==> src/rtl/exe_stage.sv <==
// exe_stage: execute stage computing ALU result, branch/jump redirect and EXE/MEM register.
// Define EXE_MUL_EN to build the iterative shift-add multiplier; otherwise MUL completes as a no-write 0.
module exe_stage #(
  parameter int MUL_CYCLES = 32
) (
  input  logic        clk,
  input  logic        rst,
  input  logic [34:0] control_word_in,
  input  logic [31:0] rs1_in,
  input  logic [31:0] rs2_in,
  input  logic [31:0] imm_in,
  input  logic [31:0] pc_in,
  input  logic        stall_in,
  output logic        stall_out,
  output logic        redirect_valid,
  output logic [31:0] redirect_pc,
  output logic [34:0] control_word_out,
  output logic [31:0] alu_result_out,
  output logic [31:0] store_data_out
);
  logic [3:0] alu_op;
  logic [2:0] funct3;
  logic b_sel_imm, a_sel_pc, branch, jal, jalr, mul, valid;
  assign alu_op    = control_word_in[3:0];
  assign b_sel_imm = control_word_in[4];
  assign a_sel_pc  = control_word_in[5];
  assign funct3    = control_word_in[11:9];
  assign branch    = control_word_in[12];
  assign jal       = control_word_in[13];
  assign jalr      = control_word_in[14];
  assign mul       = control_word_in[20];
  assign valid     = control_word_in[21];
  logic [31:0] op_a, op_b, alu_res, mul_res, result;
  logic [4:0] shamt;
  logic cond, mul_busy;
  logic [34:0] cw_cap, cw_d, cw_q;
  logic [31:0] res_d, res_q, sd_d, sd_q;
  assign op_a  = a_sel_pc ? pc_in : rs1_in;
  assign op_b  = b_sel_imm ? imm_in : rs2_in;
  assign shamt = op_b[4:0];
  always_comb begin
    alu_res = '0;
    case (alu_op)
      4'd0:  alu_res = op_a + op_b;
      4'd1:  alu_res = op_a - op_b;
      4'd2:  alu_res = op_a << shamt;
      4'd3:  alu_res = {31'b0, $signed(op_a) < $signed(op_b)};
      4'd4:  alu_res = {31'b0, op_a < op_b};
      4'd5:  alu_res = op_a ^ op_b;
      4'd6:  alu_res = op_a >> shamt;
      4'd7:  alu_res = $signed(op_a) >>> shamt;
      4'd8:  alu_res = op_a | op_b;
      4'd9:  alu_res = op_a & op_b;
      4'd10: alu_res = op_b;
      default: alu_res = '0;
    endcase
  end
  always_comb begin
    cond = 1'b0;
    case (funct3)
      3'b000: cond = rs1_in == rs2_in;
      3'b001: cond = rs1_in != rs2_in;
      3'b100: cond = $signed(rs1_in) < $signed(rs2_in);
      3'b101: cond = $signed(rs1_in) >= $signed(rs2_in);
      3'b110: cond = rs1_in < rs2_in;
      3'b111: cond = rs1_in >= rs2_in;
      default: cond = 1'b0;
    endcase
  end
  assign redirect_pc    = jalr ? ((rs1_in + imm_in) & ~32'd1) : (pc_in + imm_in);
  assign redirect_valid = valid & (jal | jalr | (branch & cond)) & ~stall_in & ~mul_busy;
  assign stall_out      = mul_busy | stall_in;
`ifdef EXE_MUL_EN
  localparam int CNT_W = $clog2(MUL_CYCLES);
  typedef enum logic [1:0] {IDLE, BUSY, DONE} state_t;
  state_t state_q, state_d;
  logic [31:0] mcand_q, mcand_d, mplier_q, mplier_d, prod_q, prod_d;
  logic [CNT_W-1:0] cnt_q, cnt_d;
  always_ff @(posedge clk) begin
    if (rst) begin
      state_q  <= IDLE;
      cnt_q    <= '0;
      mcand_q  <= '0;
      mplier_q <= '0;
      prod_q   <= '0;
    end else if (!stall_in) begin
      state_q  <= state_d;
      cnt_q    <= cnt_d;
      mcand_q  <= mcand_d;
      mplier_q <= mplier_d;
      prod_q   <= prod_d;
    end
  end
  always_comb begin
    state_d  = state_q;
    cnt_d    = cnt_q;
    mcand_d  = mcand_q;
    mplier_d = mplier_q;
    prod_d   = prod_q;
    case (state_q)
      IDLE: if (valid && mul) begin
        mcand_d  = op_a;
        mplier_d = op_b;
        prod_d   = '0;
        cnt_d    = '0;
        state_d  = BUSY;
      end
      BUSY: begin
        prod_d  = mplier_q[cnt_q] ? prod_q + (mcand_q << cnt_q) : prod_q;
        state_d = (cnt_q == CNT_W'(MUL_CYCLES - 1)) ? DONE : BUSY;
        cnt_d   = (cnt_q == CNT_W'(MUL_CYCLES - 1)) ? cnt_q : cnt_q + 1'b1;
      end
      default: state_d = IDLE;
    endcase
  end
  assign mul_busy = valid & mul & (state_q != DONE);
  assign mul_res  = prod_q;
  assign cw_cap   = control_word_in;
`else
  assign mul_busy = 1'b0;
  assign mul_res  = '0;
  assign cw_cap   = mul ? {control_word_in[34:7], 1'b0, control_word_in[5:0]} : control_word_in;
`endif
  assign result = (jal | jalr) ? pc_in + 32'd4 : mul ? mul_res : alu_res;
  always_comb begin
    cw_d  = stall_in ? cw_q  : mul_busy ? '0 : cw_cap;
    res_d = stall_in ? res_q : mul_busy ? '0 : result;
    sd_d  = stall_in ? sd_q  : mul_busy ? '0 : rs2_in;
  end
  always_ff @(posedge clk) begin
    if (rst) begin
      cw_q  <= '0;
      res_q <= '0;
      sd_q  <= '0;
    end else begin
      cw_q  <= cw_d;
      res_q <= res_d;
      sd_q  <= sd_d;
    end
  end
  assign control_word_out = cw_q;
  assign alu_result_out   = res_q;
  assign store_data_out   = sd_q;
endmodule

==> config.mk <==
export PLATFORM = sky130hd
export DESIGN_NAME = exe_stage
export DESIGN_NICKNAME = d
export VERILOG_FILES = /design/src/rtl/exe_stage.sv
export SDC_FILE = /design/constraint.sdc
export NUM_CORES = 1
export LEC_CHECK = 0
export BUFFER_PORTS_ARGS = -buffer_cell sky130_fd_sc_hd__buf_2
export CAP_MARGIN = 10
export CORE_MARGIN = 5
export CORE_UTILIZATION = 50
export CTS_CLUSTER_SIZE = 28
export DETAILED_ROUTE_END_ITERATION = 8
export PLACE_DENSITY = 0.7
export REMOVE_ABC_BUFFERS = 1
export SYNTH_ARGS = -nofsm -noshare
export SYNTH_HDL_FRONTEND = slang
export SYNTH_SLANG_ARGS = --single-unit
==> constraint.sdc <==
create_clock -name clk -period 8.5 [get_ports clk]
set_input_delay 2.125 -clock clk [delete_from_list [all_inputs] [get_ports clk]]
set_output_delay 2.125 -clock clk [all_outputs]
set_load 0.02 [all_outputs]
==> reports/qor.csv, run 1 <==
stage,metric,value,unit
status,status,completed,
logic_synthesis,synth_top_cells_by_area,"ha_1 (14%), dfxtp_1 (11%), mux2i_1 (9.2%), a21oi_1 (7.0%), nor2_1 (6.8%)",
drt,vias,21368,
clock_tree,numCtsBuffers,9,
global_route,grt.total_usage,40.5,%
floorplanning,start_util,50.6,%
finish,final_nets,3080,
logic_synthesis,synth_edf_count,0,
worst_hold_path,hp-start,alu_result_out[27],
logic_synthesis,netlist_instances,2516,
floorplanning,die_area,38700,µm²
critical_path,slowest_stage,a221oi_1,
floorplanning,die_y,197,µm
worst_hold_path,whs_path_depth,2,
drt,ant_nets,0,
drt,dr.pass1.iters,6,
pwr,p_leak,9.21,nW
logic_synthesis,syn_area,17400,µm²
run,max-cap-violations,0,
pwr,p_int,1.26,mW
timing,period_minus_slack,7.89,ns
floorplanning,rows,68,
worst_hold_path,min_path_type,flop to flop,
clock_tree,root_buffer,clkbuf_16,
logic_synthesis,synth.most_common_cell,nor2_1,
floorplanning,coreArea,34500,µm²
logic_synthesis,synthAdderAreaFrac,14.2,%
clock_tree,holdBufCountCts,0,
logic_synthesis,synth-xor-area-share,4.67,%
logic_synthesis,ys_warn_count,0,
drt,drtIter0Drc,2606,
pwr,pwr_density_cell,131,nW/µm²
logic_synthesis,synth_top_area_share,13.7,%
drt,wire_per_inst,26.0,µm
timing,hold_viol,0,
floorplanning,chipWidth,197,µm
logic_synthesis,ys_ff_latch,99,
critical_path,rrSetupSlack,7.25,ns
clock_tree,clkSlewWorstSetupHoldPaths,0.08,ns
drt,viasPerCell,6.72,
timing,rsz0062_at_grt,false,
placed_design,dpl.hpwl,65.4,mm
global_route,grt_max_degree,67,
timing,setup_viol,0,
clock_tree,htreeDepth,3,
logic_synthesis,async_reset_ff_share,0,%
logic_synthesis,yosysTopAreaCell,ha_1,
logic_synthesis,seq_area_frac_synth,11.4,%
pwr,p_clk_share,19.5,%
timing,finalClockSkew,0,ns
floorplanning,num_io_pins,299,
pwr,combPwrFrac,60.6,%
drt,wl,82.6,mm
timing,fmax,0.127,GHz
critical_path,reg2regPathDepth,4,
placed_design,io_buffer_count,298,
global_route,grt_pass1_vias,20331,
critical_path,critical_path.max_stage_delay,0.55,ns
logic_synthesis,avgSynthCellArea,6.93,µm²
critical_path,worstPathRequired,6.38,ns
placed_design,gp_routability_congestion,1.07,
clock_tree,postCtsSetupBuffers,0,
clock_tree,post_cts_resize_count,0,
critical_path,cp.arrival,5.77,ns
logic_synthesis,yosys_most_used_dff,dfxtp_1,
logic_synthesis,synth_top_family_by_area,compound AO/OA/AOI/OAI gates,
critical_path,path_class,primary input to output pin,
critical_path,path_cells,buf_2 -> ha_1 -> nor2b_1 -> o31a_1 -> o32a_1 -> a2111o_1 -> a221oi_1 -> o21ai_0 -> a21oi_1 -> o21bai_1 -> a21oi_1 -> xor2_1 -> mux2i_1 -> buf_2,
critical_path,r2r_start,alu_result_out[0],
worst_hold_path,min_to,alu_result_out[27],
finish,fillCellCount,3426,
logic_synthesis,synth_compound_area_share,32.6,%
pwr,p_switching,1.31,mW
critical_path,worst_setup_path_start_kind,primary input,
pwr,ir_worst_vdd,0.000113,V
finish,drive_gt1_share,15.4,%
critical_path,rr_endpoint,alu_result_out[0],
clock_tree,clkLatencyLatePin,0.40,ns
global_route,grt_pass1_wl,123,mm
global_route,grt_overflow,0,
drt,drc,0,
pwr,p_seq_share,19.9,%
timing,period_share,92.8,%
timing,max_slew_margin,30.6,%
clock_tree,tritoncts,yes,
clock_tree,clockBufferDepth,2,
logic_synthesis,ys_types,79,
critical_path,critical_path_buf_inv_count,2,
timing,hold_ws,0.484,ns
global_route,antenna_found_initial,2,
pwr,total_power,2.56,mW
clock_tree,numClockSinks,99,
critical_path,crit_family,compound AO/OA/AOI/OAI gates,
logic_synthesis,synth_mux_area_share,10.6,%
logic_synthesis,synth_common_cells,"nor2_1 (318), a21oi_1 (245), nand2_1 (198)",
finish,syn_to_final_growth,12.7,%
timing,worst_pin_slew,1.01,ns
timing,slew_viol_final,0,
critical_path,cp-end-kind,output pin,
logic_synthesis,synth-simple-area-share,19.7,%
critical_path,cp_max_fo,6,
pwr,p_sw_share,51.0,%
==> power by group through the flow <==
stage          registers [mW]  logic (mW)  clock network (mW)
6_report                0.510        1.55               0.501
4_1_cts                 0.509        1.50               0.503
5_1_grt                 0.513        1.65               0.517
2_1_floorplan           0.555       0.925                   0
3_5_place_dp            0.520        1.49                   0
3_3_place_gp            0.518        1.48                   0
==> how the worst max path moves through the flow <==
stage / startpoint / to / slack (ns) / cells after the start
after floorplan: control_word_in[4] / alu_result_out[28] / -0.48 / 15
after CTS: imm_in[2] / redirect_pc[30] / 0.64 / 14
after global placement: imm_in[2] / redirect_pc[30] / 0.68 / 14
final: imm_in[2] / redirect_pc[30] / 0.61 / 14
after global routing: imm_in[2] / redirect_pc[30] / 0.36 / 14
after detailed placement: imm_in[2] / redirect_pc[30] / 0.65 / 14
==> cell families (layout without fill, tap and decap cells) <==
kind of cell,count (synthesis),in the layout
AO/OA/AOI/OAI,861,861
flip-flops,99,99
adder cells (fa/ha/maj),195,195
AND/OR/NAND/NOR,775,775
XOR/XNOR,93,93
other,0,1
multiplexers,181,181
buffers and inverters,312,520
==> stage by stage <==
| step | utilization [%] | std cells | setup WS (ns) | cell area, µm² | setup TNS, ns |
|---|---|---|---|---|---|
| floorplan | - | 2359 | -0.482 | 16800 | -1.62 |
| CTS | 57.0 | 3179 | 0.637 | 19600 | 0 |
| finish | 57.0 | 3180 | 0.609 | 19600 | 0 |
| global route | 57.0 | 3179 | 0.360 | 19600 | 0 |
| detailed placement | 56.1 | 3163 | 0.652 | 19300 | 0 |
| global placement | 56.1 | 3163 | 0.684 | 19300 | 0 |
==> metal layers <==
layer	up-vias	track usage [%]	routed length, µm
met1	10021	52.3	32500
li1	9647	-	-
met2	1419	63.7	35800
met4	2	19.2	4650
met3	279	10.1	9650
met5	-	0	13
==> final cells by class <==
type	count	area [µm²]	area share, %
well taps	455	569	2.90
clock buffers	9	225	1.15
multi-input cells	2105	14300	72.8
inverters	155	582	2.96
clock inverters	7	95.1	0.484
diodes	1	2.50	0.0127
flip-flops and latches	99	1980	10.1
repair buffers	349	1880	9.59
==> worst reg2reg max path: stages (launching register included) <==
cell	delay (ns)
dfxtp_1	0.34
a21oi_1	0.14
o311ai_0	0.19
nor4_1	0.39
nor3_1	0.08
==> layout by cell type (no fill, tap or decap), drive strengths merged, types with 16 or more instances in the layout <==
master	instances
a211oi	33
buf	349
o21a	33
nor3	85
o21bai	29
mux2i	163
o22ai	33
nand2b	19
o211ai	31
inv	154
a2111oi	19
ha	191
nand3	40
a21oi	245
a21o	52
nor2	318
o21ai	168
a221oi	46
a22oi	16
mux2	18
nand2	198
dfxtp	99
xor2	41
nand4	19
a31oi	29
nor2b	23
xnor2	52
==> flip-flops by register name, indices dropped and copies added, names as in the netlist <==
register and flops:
store_data_out 32, alu_result_out 32, control_word_out 35
No activity file was read; power rests on OpenSTA's default activity.
==> run 2, diff against run 1 <==
--- a/config.mk
+++ b/config.mk
@@ -8,10 +8,10 @@
 export BUFFER_PORTS_ARGS = -buffer_cell sky130_fd_sc_hd__buf_2
 export CAP_MARGIN = 10
 export CORE_MARGIN = 5
-export CORE_UTILIZATION = 50
+export CORE_UTILIZATION = 35
 export CTS_CLUSTER_SIZE = 28
 export DETAILED_ROUTE_END_ITERATION = 8
-export PLACE_DENSITY = 0.7
+export PLACE_DENSITY = 0.52
 export REMOVE_ABC_BUFFERS = 1
 export SYNTH_ARGS = -nofsm -noshare
 export SYNTH_HDL_FRONTEND = slang
==> reports/qor.csv, run 2 (same netlist as run 1, synthesis figures left out) <==
stage,metric,value,unit,change
drt,wl,89.1,mm,+7.9%
drt,vias,20832,,-2.5%
run,max-cap-violations,0,,unchanged
timing,fmax,0.126,GHz,-0.52%
placed_design,dp.cells,3379,,+6.8%
timing,rsz0062_at_grt,false,,
global_route,grt.total_usage,31.3,%,-9.3 points
global_route,grt_overflow,0,,unchanged
finish,drive_gt1_share,15.7,%,+0.33 points
pwr,combPwrFrac,61.5,%,+0.9 points
pwr,total_power,2.56,mW,about the same
critical_path,worstPathRequired,6.38,ns,about the same
timing,setup_viol,0,,unchanged
pwr,p_seq_share,19.9,%,about the same
timing,worst_pin_slew,1.08,ns,+0.0685 ns
clock_tree,postCtsSetupBuffers,0,,unchanged
placed_design,io_buffer_count,298,,unchanged
clock_tree,clkSlewWorstSetupHoldPaths,0.09,ns,about the same
clock_tree,numCtsBuffers,9,,unchanged
floorplanning,rows,81,,+19%
critical_path,path_cells,buf_2 -> ha_1 -> nor2b_1 -> o31a_1 -> o32a_1 -> a2111o_1 -> a221oi_1 -> o21ai_0 -> a21oi_1 -> o21bai_1 -> a21oi_1 -> xor2_1 -> mux2i_1 -> buf_2,,
placed_design,gp_routability_congestion,1.01,,-5.4%
clock_tree,numClockSinks,99,,unchanged
pwr,ir_worst_vdd,0.0000889,V,-21%
critical_path,worst_setup_path_start_kind,primary input,,
critical_path,crit_family,compound AO/OA/AOI/OAI gates,,
pwr,p_leak,9.24,nW,+0.32%
finish,largest_reg_flops,35,,unchanged
finish,diodes,0,,-1
timing,hold_viol,0,,unchanged
floorplanning,die_area,54400,µm²,+40%
drt,wire_per_inst,26.3,µm,+1.1%
finish,stdcell_count,3395,,+6.8%
drt,drtIter0Drc,2001,,-23%
pwr,p_int,1.24,mW,-1.8%
finish,multi_input_comb_area,14300,µm²,about the same
timing,slew_viol_final,0,,unchanged
timing,period_share,93.3,%,+0.49 points
global_route,antenna_found_initial,1,,-1
floorplanning,num_io_pins,299,,unchanged
clock_tree,clockBufferDepth,2,,unchanged
drt,viasPerCell,6.14,,-8.7%
finish,final_cell_mix,"nor2_1 (316), buf_2 (296), a21oi_1 (245), nand2_1 (197), ha_1 (191)",,
critical_path,cp.arrival,5.81,ns,+0.04 ns
critical_path,slowest_stage,a221oi_1,,
critical_path,cp_max_fo,6,,unchanged
clock_tree,post_cts_resize_count,0,,unchanged
timing,hold_ws,0.473,ns,-0.0112 ns
floorplanning,die_y,233,µm,+19%
finish,fillCellCount,5356,,+56%
finish,final_util,40.6,%,-16 points
global_route,grt_pass1_wl,129,mm,+4.8%
floorplanning,start_util,35.5,%,-15 points
pwr,p_sw_share,51.8,%,+0.86 points
finish,syn_to_final_growth,14.4,%,
finish,final_common_cell,nor2_1,,
critical_path,path_class,primary input to output pin,,
status,status,completed,,
pwr,pwr_density_cell,129,nW/µm²,-1.6%
timing,finalClockSkew,0,ns,unchanged
pwr,p_switching,1.33,mW,+1.6%
floorplanning,coreArea,49200,µm²,+43%
clock_tree,root_buffer,clkbuf_16,,
timing,period_minus_slack,7.93,ns,+0.0414 ns
clock_tree,htreeDepth,3,,unchanged
finish,ff_latch_area,1980,µm²,unchanged
pwr,p_clk_share,18.7,%,-0.8 points
drt,dr.pass1.iters,8,,+2
clock_tree,tritoncts,yes,,
placed_design,dpl.hpwl,71.8,mm,+9.9%
floorplanning,chipWidth,233,µm,+19%
drt,ant_nets,0,,unchanged
critical_path,rrSetupSlack,7.29,ns,+0.04 ns
clock_tree,clkLatencyLatePin,0.40,ns,about the same
drt,drc,0,,unchanged
critical_path,critical_path_buf_inv_count,2,,unchanged
worst_hold_path,min_path_type,flop to flop,,
global_route,grt_max_degree,75,,+12%
finish,final_nets,3087,,+0.23%
critical_path,critical_path.max_stage_delay,0.55,ns,about the same
clock_tree,holdBufCountCts,0,,unchanged
global_route,grt_pass1_vias,19642,,-3.4%
timing,max_slew_margin,27.7,%,-2.9 points
critical_path,cp-end-kind,output pin,,
-- run 2: through the flow --
stage	setup slack (ns)	cell area, µm²	TNS, ns
detailed placement	0.581	19600	0
finish	0.568	19900	0
floorplan	-0.482	16800	-1.62
global placement	0.574	19600	0
global route	0.370	19900	0
CTS	0.569	19900	0
-- run 2: area by class of cell --
cell class	count	share of cell area, %
tap	664	4.17
sequential	99	9.94
timing repair buffer	356	9.70
inverter	155	2.92
clock inverter	7	0.395
multi-input combinational	2105	71.8
clock buffer	9	1.13
-- run 2: power by group through the flow --
stage / combinational (mW) / clock [mW] / sequential (mW)
2_1_floorplan: 0.925 / 0 / 0.555
3_3_place_gp: 1.53 / 0 / 0.519
5_1_grt: 1.68 / 0.508 / 0.513
4_1_cts: 1.54 / 0.493 / 0.509
3_5_place_dp: 1.54 / 0 / 0.520
6_report: 1.58 / 0.478 / 0.509
-- run 2: metal layers --
| layer | up-vias | GRT usage (%) | share of wire (%) |
|---|---|---|---|
| met5 | - | 0 | 0.013 |
| met2 | 969 | 51.0 | 45 |
| met1 | 10032 | 41.5 | 43 |
| met3 | 172 | 5.38 | 7.3 |
| met4 | 2 | 11.6 | 4.2 |
| li1 | 9657 | - | - |
-- run 2: path summary, 6_finish.rpt --
path	start	endpoint	depth (start not counted)
hold / removal	alu_result_out[1]	alu_result_out[1]	2
setup / recovery	imm_in[2]	redirect_pc[30]	14
hold reg to reg	alu_result_out[1]	alu_result_out[1]	2
setup reg to reg	alu_result_out[0]	alu_result_out[0]	4
-- run 2: tightest hold or removal path, cell delays in order, from the launching register on --
cell	delay [ns]
dfxtp_1	0.32
inv_1	0.04
a221oi_1	0.06
==> run 3, diff against run 2 <==
--- a/config.mk
+++ b/config.mk
@@ -8,10 +8,10 @@
 export BUFFER_PORTS_ARGS = -buffer_cell sky130_fd_sc_hd__buf_2
 export CAP_MARGIN = 10
 export CORE_MARGIN = 5
-export CORE_UTILIZATION = 35
+export CORE_UTILIZATION = 55
 export CTS_CLUSTER_SIZE = 28
 export DETAILED_ROUTE_END_ITERATION = 8
-export PLACE_DENSITY = 0.52
+export PLACE_DENSITY = 0.76
 export REMOVE_ABC_BUFFERS = 1
 export SYNTH_ARGS = -nofsm -noshare
 export SYNTH_HDL_FRONTEND = slang
==> reports/qor.csv, run 3 (same netlist as run 1, synthesis figures left out) <==
stage,metric,value,unit,change
clock_tree,root_buffer,clkbuf_16,,
critical_path,reg2regPathDepth,4,,unchanged
pwr,p_int,1.23,mW,-0.44%
clock_tree,tritoncts,yes,,
critical_path,rr_endpoint,alu_result_out[0],,
finish,syn_to_final_growth,12.1,%,
clock_tree,clkSlewWorstSetupHoldPaths,0.08,ns,about the same
critical_path,rrSetupSlack,7.34,ns,+0.05 ns
drt,ant_nets,0,,unchanged
global_route,antenna_found_initial,2,,+1
clock_tree,numCtsBuffers,9,,unchanged
pwr,pwr_density_cell,129,nW/µm²,+0.65%
placed_design,io_buffer_count,298,,unchanged
finish,final_nets,3076,,-0.36%
finish,final_cell_mix,"nor2_1 (316), buf_2 (296), a21oi_1 (245), nand2_1 (198), ha_1 (191)",,
floorplanning,chipWidth,188,µm,-19%
critical_path,cp-startpoint,imm_in[2],,
placed_design,dpl.hpwl,62.3,mm,-13%
timing,period_minus_slack,8.01,ns,+0.0766 ns
floorplanning,num_io_pins,299,,unchanged
drt,dr.pass1.iters,7,,-1
worst_hold_path,min_path_type,flop to flop,,
timing,worst_slack,0.491,ns,-0.0766 ns
pwr,total_power,2.53,mW,-1.4%
drt,vias,21499,,+3.2%
critical_path,worstPathRequired,6.38,ns,about the same
clock_tree,htreeDepth,3,,unchanged
timing,hold_ws,0.478,ns,+0.00586 ns
clock_tree,clockBufferDepth,2,,unchanged
clock_tree,numClockSinks,99,,unchanged
pwr,ir_worst_vdd,0.000110,V,+24%
critical_path,worst_setup_path_start_kind,primary input,,
timing,period_share,94.2,%,+0.90 points
timing,worst_pin_slew,1.19,ns,+0.107 ns
timing,slew_viol_final,0,,unchanged
drt,drc,0,,unchanged
timing,rsz0062_at_grt,false,,
critical_path,r2r_start,alu_result_out[0],,
floorplanning,start_util,55.5,%,+20 points
global_route,grt.total_usage,42.5,%,+11 points
floorplanning,coreArea,31400,µm²,-36%
clock_tree,clkLatencyLatePin,0.40,ns,about the same
timing,max_slew_margin,18.8,%,-8.9 points
global_route,grt_pass1_wl,119,mm,-7.5%
clock_tree,holdBufCountCts,0,,unchanged
pwr,p_switching,1.30,mW,-2.3%
clock_tree,postCtsSetupBuffers,0,,unchanged
timing,fmax,0.125,GHz,-0.96%
pwr,p_sw_share,51.4,%,-0.46 points
pwr,p_leak,9.19,nW,-0.54%
global_route,grt_pass1_vias,20283,,+3.3%
critical_path,cp-end-kind,output pin,,
floorplanning,die_area,35400,µm²,-35%
placed_design,gp_routability_congestion,1.13,,+11%
critical_path,cp.arrival,5.88,ns,+0.07 ns
drt,wire_per_inst,25.5,µm,-3.1%
drt,drtIter0Drc,2836,,+42%
timing,finalClockSkew,0,ns,unchanged
floorplanning,die_y,188,µm,-19%
placed_design,place_ws,0.585,ns,+0.00401 ns
critical_path,cp_max_fo,6,,unchanged
drt,viasPerCell,6.88,,+12%
finish,final_common_cell,nor2_1,,
global_route,grt_max_degree,76,,+1.3%
drt,wl,79.5,mm,-11%
pwr,p_clk_share,18.7,%,about the same
floorplanning,rows,65,,-20%
critical_path,path_class,primary input to output pin,,
pwr,combPwrFrac,61.1,%,-0.4 points
run,max-cap-violations,0,,unchanged
critical_path,cp-endpoint,redirect_pc[30],,
global_route,grt_overflow,0,,unchanged
finish,drive_gt1_share,15.4,%,-0.38 points
timing,hold_viol,0,,unchanged
pwr,p_seq_share,20.2,%,+0.3 points
timing,setup_viol,0,,unchanged
status,status,completed,,
finish,largest_reg_flops,35,,unchanged
clock_tree,post_cts_resize_count,0,,unchanged
[run 3: worst min-delay path by stage]
| stage | start | to | slack, ns | cells past startpoint |
|---|---|---|---|---|
| final | alu_result_out[22] | alu_result_out[22] | 0.48 | 2 |
| after floorplan | alu_result_out[1] | alu_result_out[1] | 0.54 | 2 |
| after CTS | alu_result_out[1] | alu_result_out[1] | 0.47 | 2 |
| after detailed placement | alu_result_out[1] | alu_result_out[1] | 0.46 | 2 |
| after global placement | alu_result_out[21] | alu_result_out[21] | 0.46 | 2 |
| after global routing | alu_result_out[1] | alu_result_out[1] | 0.49 | 2 |
[run 3: cell type report]
cell class                      instances  area (µm²)
Antenna cell                            1        2.50
Inverter                              155         582
Timing Repair Buffer                  345        1850
Tap cell                              402         503
Fill cell                            2977       11900
Multi-Input combinational cell       2105       14300
Sequential cell                        99        1980
Clock buffer                            9         225
Clock inverter                          7        80.1
[run 3: critical path, cell delays in order]
cell	delay, ns
buf_2	0.16
ha_1	0.33
nor2b_1	0.16
o31a_1	0.29
o32a_1	0.49
a2111o_1	0.57
a221oi_1	0.57
o21ai_0	0.18
a21oi_1	0.26
o21bai_1	0.11
a21oi_1	0.17
xor2_1	0.17
mux2i_1	0.10
buf_2	0.19
[run 3: power groups by stage]
stage,combinational [mW],sequential (mW),clock [mW]
after global routing,1.64,0.513,0.493
after global placement,1.46,0.518,0
final,1.54,0.510,0.474
after floorplan,0.925,0.555,0
after CTS,1.49,0.509,0.475
after detailed placement,1.48,0.520,0
[run 3: stage by stage]
stage,instances,setup TNS [ns],area (µm²),utilization [%]
2_1_floorplan,2359,-1.62,16800,-
3_3_place_gp,3106,0,19200,61.3
3_5_place_dp,3106,0,19200,61.3
4_1_cts,3122,0,19500,62.2
5_1_grt,3122,0,19500,62.2
6_report,3123,0,19500,62.3
[run 3: per-layer routing]
metal / track usage (%) / vias to the layer above / wire (µm)
li1: - / 9640 / -
met1: 53.0 / 9917 / 30000
met2: 66.4 / 1610 / 34100
met3: 12.2 / 330 / 10400
met4: 22.5 / 2 / 4990
met5: 0 / - / 13
